### config.mk
export PLATFORM = sky130hd
export DESIGN_NAME = reg_file_sb
export DESIGN_NICKNAME = d
export VERILOG_FILES = /design/src/rtl/reg_file_sb.sv
export SDC_FILE = /design/constraint.sdc
export NUM_CORES = 2
export LEC_CHECK = 0
export BUFFER_PORTS_ARGS = -buffer_cell sky130_fd_sc_hd__buf_2
export CAP_MARGIN = 30
export CORE_ASPECT_RATIO = 1.1
export CORE_UTILIZATION = 30
export DETAILED_ROUTE_END_ITERATION = 16
export GPL_ROUTABILITY_DRIVEN = 0
export PLACE_DENSITY_LB_ADDON = 0.1
export SYNTH_ARGS = -nofsm -noshare
export SYNTH_HDL_FRONTEND = slang
export SYNTH_SLANG_ARGS = --single-unit
### constraint.sdc
create_clock -name clk -period 4 [get_ports clk]
set_input_delay 0.2 -clock clk [delete_from_list [all_inputs] [get_ports clk]]
set_output_delay 0.2 -clock clk [all_outputs]
set_load 0.01 [all_outputs]
### src/rtl/reg_file_sb.sv
// reg_file_sb: integer register file with two combinational read ports, one
// write port, optional same-cycle write-to-read bypass, and a pending-write
// scoreboard (one busy bit per register) that drives the decode RAW stall.
module reg_file_sb #(
  parameter int XLEN   = 32,
  parameter int NREG   = 32,
  parameter int BYPASS = 1,
  localparam int AW    = $clog2(NREG),
  localparam int CW    = $clog2(NREG) + 1
) (
  input  logic            clk,
  input  logic            rst_n,
  input  logic [AW-1:0]   a1,
  input  logic [AW-1:0]   a2,
  output logic [XLEN-1:0] rd1,
  output logic [XLEN-1:0] rd2,
  input  logic            use1,
  input  logic            use2,
  input  logic            we3,
  input  logic [AW-1:0]   a3,
  input  logic [XLEN-1:0] wd3,
  input  logic            mark_en,
  input  logic [AW-1:0]   mark_a,
  output logic            busy1,
  output logic            busy2,
  output logic            stall,
  output logic [CW-1:0]   pend_cnt
);

  logic [XLEN-1:0] regs [NREG];
  logic [NREG-1:0] busy;
  logic [NREG-1:0] busy_next;
  logic [CW-1:0]   pend_next;
  logic            wr_hit;
  logic            mk_hit;
  logic            cnt_inc;
  logic            cnt_dec;
  logic            byp1;
  logic            byp2;

  // x0 is hardwired, so writes and marks aimed at it are dropped here
  assign wr_hit = we3 && (a3 != '0);
  assign mk_hit = mark_en && (mark_a != '0);

  // Next scoreboard state: a writeback clears, a mark sets, and the mark wins
  // on a same-address collision because the new producer is younger
  always_comb begin
    busy_next = busy;
    if (wr_hit) busy_next[a3] = 1'b0;
    if (mk_hit) busy_next[mark_a] = 1'b1;
    cnt_inc   = mk_hit && !busy[mark_a];
    cnt_dec   = wr_hit && busy[a3] && !(mk_hit && (mark_a == a3));
    pend_next = pend_cnt + CW'(cnt_inc) - CW'(cnt_dec);
  end

  // Register storage, cleared asynchronously so a reset loses all state
  always_ff @(posedge clk or negedge rst_n) begin
    if (!rst_n) begin
      for (int i = 0; i < NREG; i++) regs[i] <= '0;
    end else if (wr_hit) begin
      regs[a3] <= wd3;
    end
  end

  // Busy bits and their running popcount, kept in step on every edge
  always_ff @(posedge clk or negedge rst_n) begin
    if (!rst_n) begin
      busy     <= '0;
      pend_cnt <= '0;
    end else begin
      busy     <= busy_next;
      pend_cnt <= pend_next;
    end
  end

  // Read port 1: x0 reads zero; a same-cycle writeback forwards when bypassing
  always_comb begin
    byp1 = (BYPASS != 0) && we3 && (a3 == a1) && (a1 != '0);
    if (a1 == '0)  rd1 = '0;
    else if (byp1) rd1 = wd3;
    else           rd1 = regs[a1];
    busy1 = busy[a1] && !byp1;
  end

  // Read port 2: same rules as port 1
  always_comb begin
    byp2 = (BYPASS != 0) && we3 && (a3 == a2) && (a2 != '0);
    if (a2 == '0)  rd2 = '0;
    else if (byp2) rd2 = wd3;
    else           rd2 = regs[a2];
    busy2 = busy[a2] && !byp2;
  end

  // Decode stalls only on operands it actually consumes this cycle
  assign stall = (use1 && busy1) || (use2 && busy2);

endmodule

==> results.tsv <==
stage	metric	value	unit
clock_network	clock_path_buffers	3	
power_and_ir_drop	p_total	33400	uW
worst_setup_path	crit_chain	dlygate4sd3_1 > buf_2 > xnor2_1 > nand4_1 > nor3_4 > buf_12 > nor3_1 > nor3_1 > buf_2	
synthesis	synth_area_leaders	dfrtp_1 (46%), mux2_1 (17%), mux4_2 (16%)	
clock_network	htree_levels	4	
floorplan	io_pins	131	
cells_and_area	regArea	26600	um^2
clock_network	cts-root-buf	clkbuf_16	
min_path	hold_class	in -> reg	
synthesis	syn-cell-area	58000	um^2
routing	drc	0	
clock_network	ctsResizeCount	0	
timing	hold_viol	0	
power_and_ir_drop	switchingPower	9680	uW
power_and_ir_drop	peakVddDrop	0.412	mV
power_and_ir_drop	switching_share	29.0	%
grt	grt_max_degree	123	
synthesis	synth.avg_cell_area	14.1	um^2
placed_design	dp.cells	6541	
power_and_ir_drop	p_per_area	500	nW/um^2
clock_network	cts_tree	done	
cells_and_area	drive_gt1_share	29.9	%
timing	period_share	81.7	%
synthesis	yosysSeqAreaShare	45.8	%
cells_and_area	nets	4200	
power_and_ir_drop	clockPowerShare	36.7	%
floorplan	die-area	195000	um^2
synthesis	synth_seq_cells	1062	
routing	drtPass1Iterations	5	
placed_design	port_buffers	130	
floorplan	die_y	463	um
power_and_ir_drop	power_frac_comb	20.2	%
floorplan	core.rowCount	168	
synthesis	syn_nets	4191	
synthesis	synthArstFlopShare	100	%
worst_setup_path	cpPeakStageDelay	580	ps
clock_network	numCtsBuffers	131	
routing	wl_per_cell	34.2	um
timing	worst_pin_slew	962	ps
synthesis	synth.largest_area_cell	dfrtp_1	
cells_and_area	final_core_utilization	34.9	%
worst_setup_path	worstSetupPathType	in -> out	
worst_setup_path	worst_setup_path_end_kind	primary output	
worst_setup_path	critPathMaxFanout	21	
floorplan	core	191000	um^2
routing	via_count	38800	
clock_network	clk_pin_slew	60	ps
synthesis	synth_flop_cell	dfrtp_1	
timing	finalSetupViolations	0	
cells_and_area	multiInputGateArea	29500	um^2
cells_and_area	area_growth	15.0	%
floorplan	start_util	30.3	%
worst_setup_path	cp_num_buf_inv	4	
timing	rsz0062_at_grt	false	
timing	worst_slack	734	ps
grt	grt.total_usage	23.8	%
floorplan	fp.dieW	421	um
timing	post-route-min-period	3270	ps
synthesis	synth_cell_type_count	66	
synthesis	synth_edf_count	0	
synthesis	yosysWarnings	0	
power_and_ir_drop	intPower	23700	uW
outcome	status	complete, no violations	
power_and_ir_drop	p_seq_share	43.1	%
timing	slew_headroom	35.7	%
power_and_ir_drop	p_leak	0.0290	uW
worst_setup_path	cp_slowest_cell	nor3_1	
job	max_cap_viol_count	0	
worst_setup_path	arrival	3070	ps
routing	vias_per_cell	5.71	
grt	grt_pass1_wl	331000	um
placed_design	dp_slack	587	ps
grt	overflow	0	
grt	grt_pass1_vias	40400	
synthesis	synthesis.instances	4126	
synthesis	synth_commonest_cells	dfrtp_1 (1062), mux2_1 (875), mux4_2 (414)	
timing	fmax	306	MHz
synthesis	yosysMostFrequentCell	dfrtp_1	
synthesis	synth_top_area_share	45.8	%
routing	routed_wl	232000	um
routing	ant_nets	0	
clock_network	cts_sinks	1062	
grt	antenna_found_initial	18	
cells_and_area	stdcell_count	6784	
worst_setup_path	crit_path_start_kind	primary input	
placed_design	hpwl	142000	um
timing	drv_slew	0	
cells_and_area	fill_cells	18600	
clock_network	insertion_delay	790	ps
timing	fin_tns_setup	0	ps
worst_setup_path	critical-path-top-delay-family	buffers and inverters	
worst_setup_path	required	3800	ps
timing	clock-skew-final	5.52	ps
routing	drt-initial-drc-count	2983	
-- final timing paths --
check | from | end | slack, ps | cells past startpoint
hold / removal | wd3[28] | regs[316] | 90 | 2
setup / recovery | a3[2] | rd1[31] | 730 | 9
max in group asynchronous | rst_n | regs[367] | 2940 | 3
hold reg to reg | regs[1002] | regs[1002] | 400 | 0
min in group asynchronous | rst_n | regs[826] | 230 | 3
setup reg to reg | busy[31] | pend_cnt[4] | 800 | 12
-- cell usage in the layout, fill, tap and decap left out, types with 51 or more instances in the layout --
cell type	synthesis	layout
mux4_2	414	414
buf_2	105	119
mux2_1	875	875
clkbuf_16	0	135
o22ai_1	72	72
nor3_1	167	161
mux2_2	258	258
buf_4	36	152
dfrtp_1	1062	1062
mux2i_1	196	196
buf_12	1	51
nor2_1	184	176
o221ai_1	64	64
a211oi_1	53	53
-- registers in the layout (all words and copies together), names as in the netlist --
name	flops
regs	1024
busy	32
pend_cnt	6
-- what timing repair did --
item,CTS,global route
endpoints found under the setup margin,0,0
buffers inserted,0,0
endpoints found under the hold margin,515,0
hold buffers,11,0
-- stage by stage --
step,instance area [um^2],hold slack [ps]
5_1_grt,66700,71.2
4_1_cts,66700,8.05
3_5_place_dp,62300,205
6_report,66800,89.8
2_1_floorplan,58000,-95.6
3_3_place_gp,62200,206
-- cells by family (layout without fill, tap and decap cells) --
logic type	count (synthesis)	count (layout)	synth area share, %
buf+inv	488	591	3.84
xor+xnor	20	20	0.302
simple gates	461	461	3.76
fa+ha+maj	7	7	0.164
flops	1062	1062	45.8
other cells	0	5	0
mux	1744	1744	41.5
compound gates	344	344	4.67
-- per-layer routing --
layer  vias to the layer above  wire length [um]  global-route usage, %  share of wire (%)
met2                      1204            105000                   36.5                 45
met3                       317             12700                   4.31                5.5
met4                         6              6790                   6.99                2.9
met1                     21300            107000                   34.0                 46
li1                      15900                 -                      -                  -
met5                         -                28                      0              0.012
-- final cells by class --
type                            count  share of cell area [%]
Inverter                           19                   0.111
Tap cell                         2550                    4.78
Sequential cell                  1062                    39.8
Timing Repair Buffer              345                    4.61
Antenna cell                        5                  0.0187
Clock inverter                     40                   0.682
Clock buffer                      187                    5.77
Multi-Input combinational cell   2576                    44.2
-- power groups by stage --
stage,clock network [uW],logic [uW],registers (uW)
floorplan,0,4880,14000
global placement,0,6720,14500
detailed placement,0,6780,14500
CTS,12600,6820,14400
global route,13000,7290,14700
finish,12200,6740,14400
No activity file was read; power rests on OpenSTA's default activity.
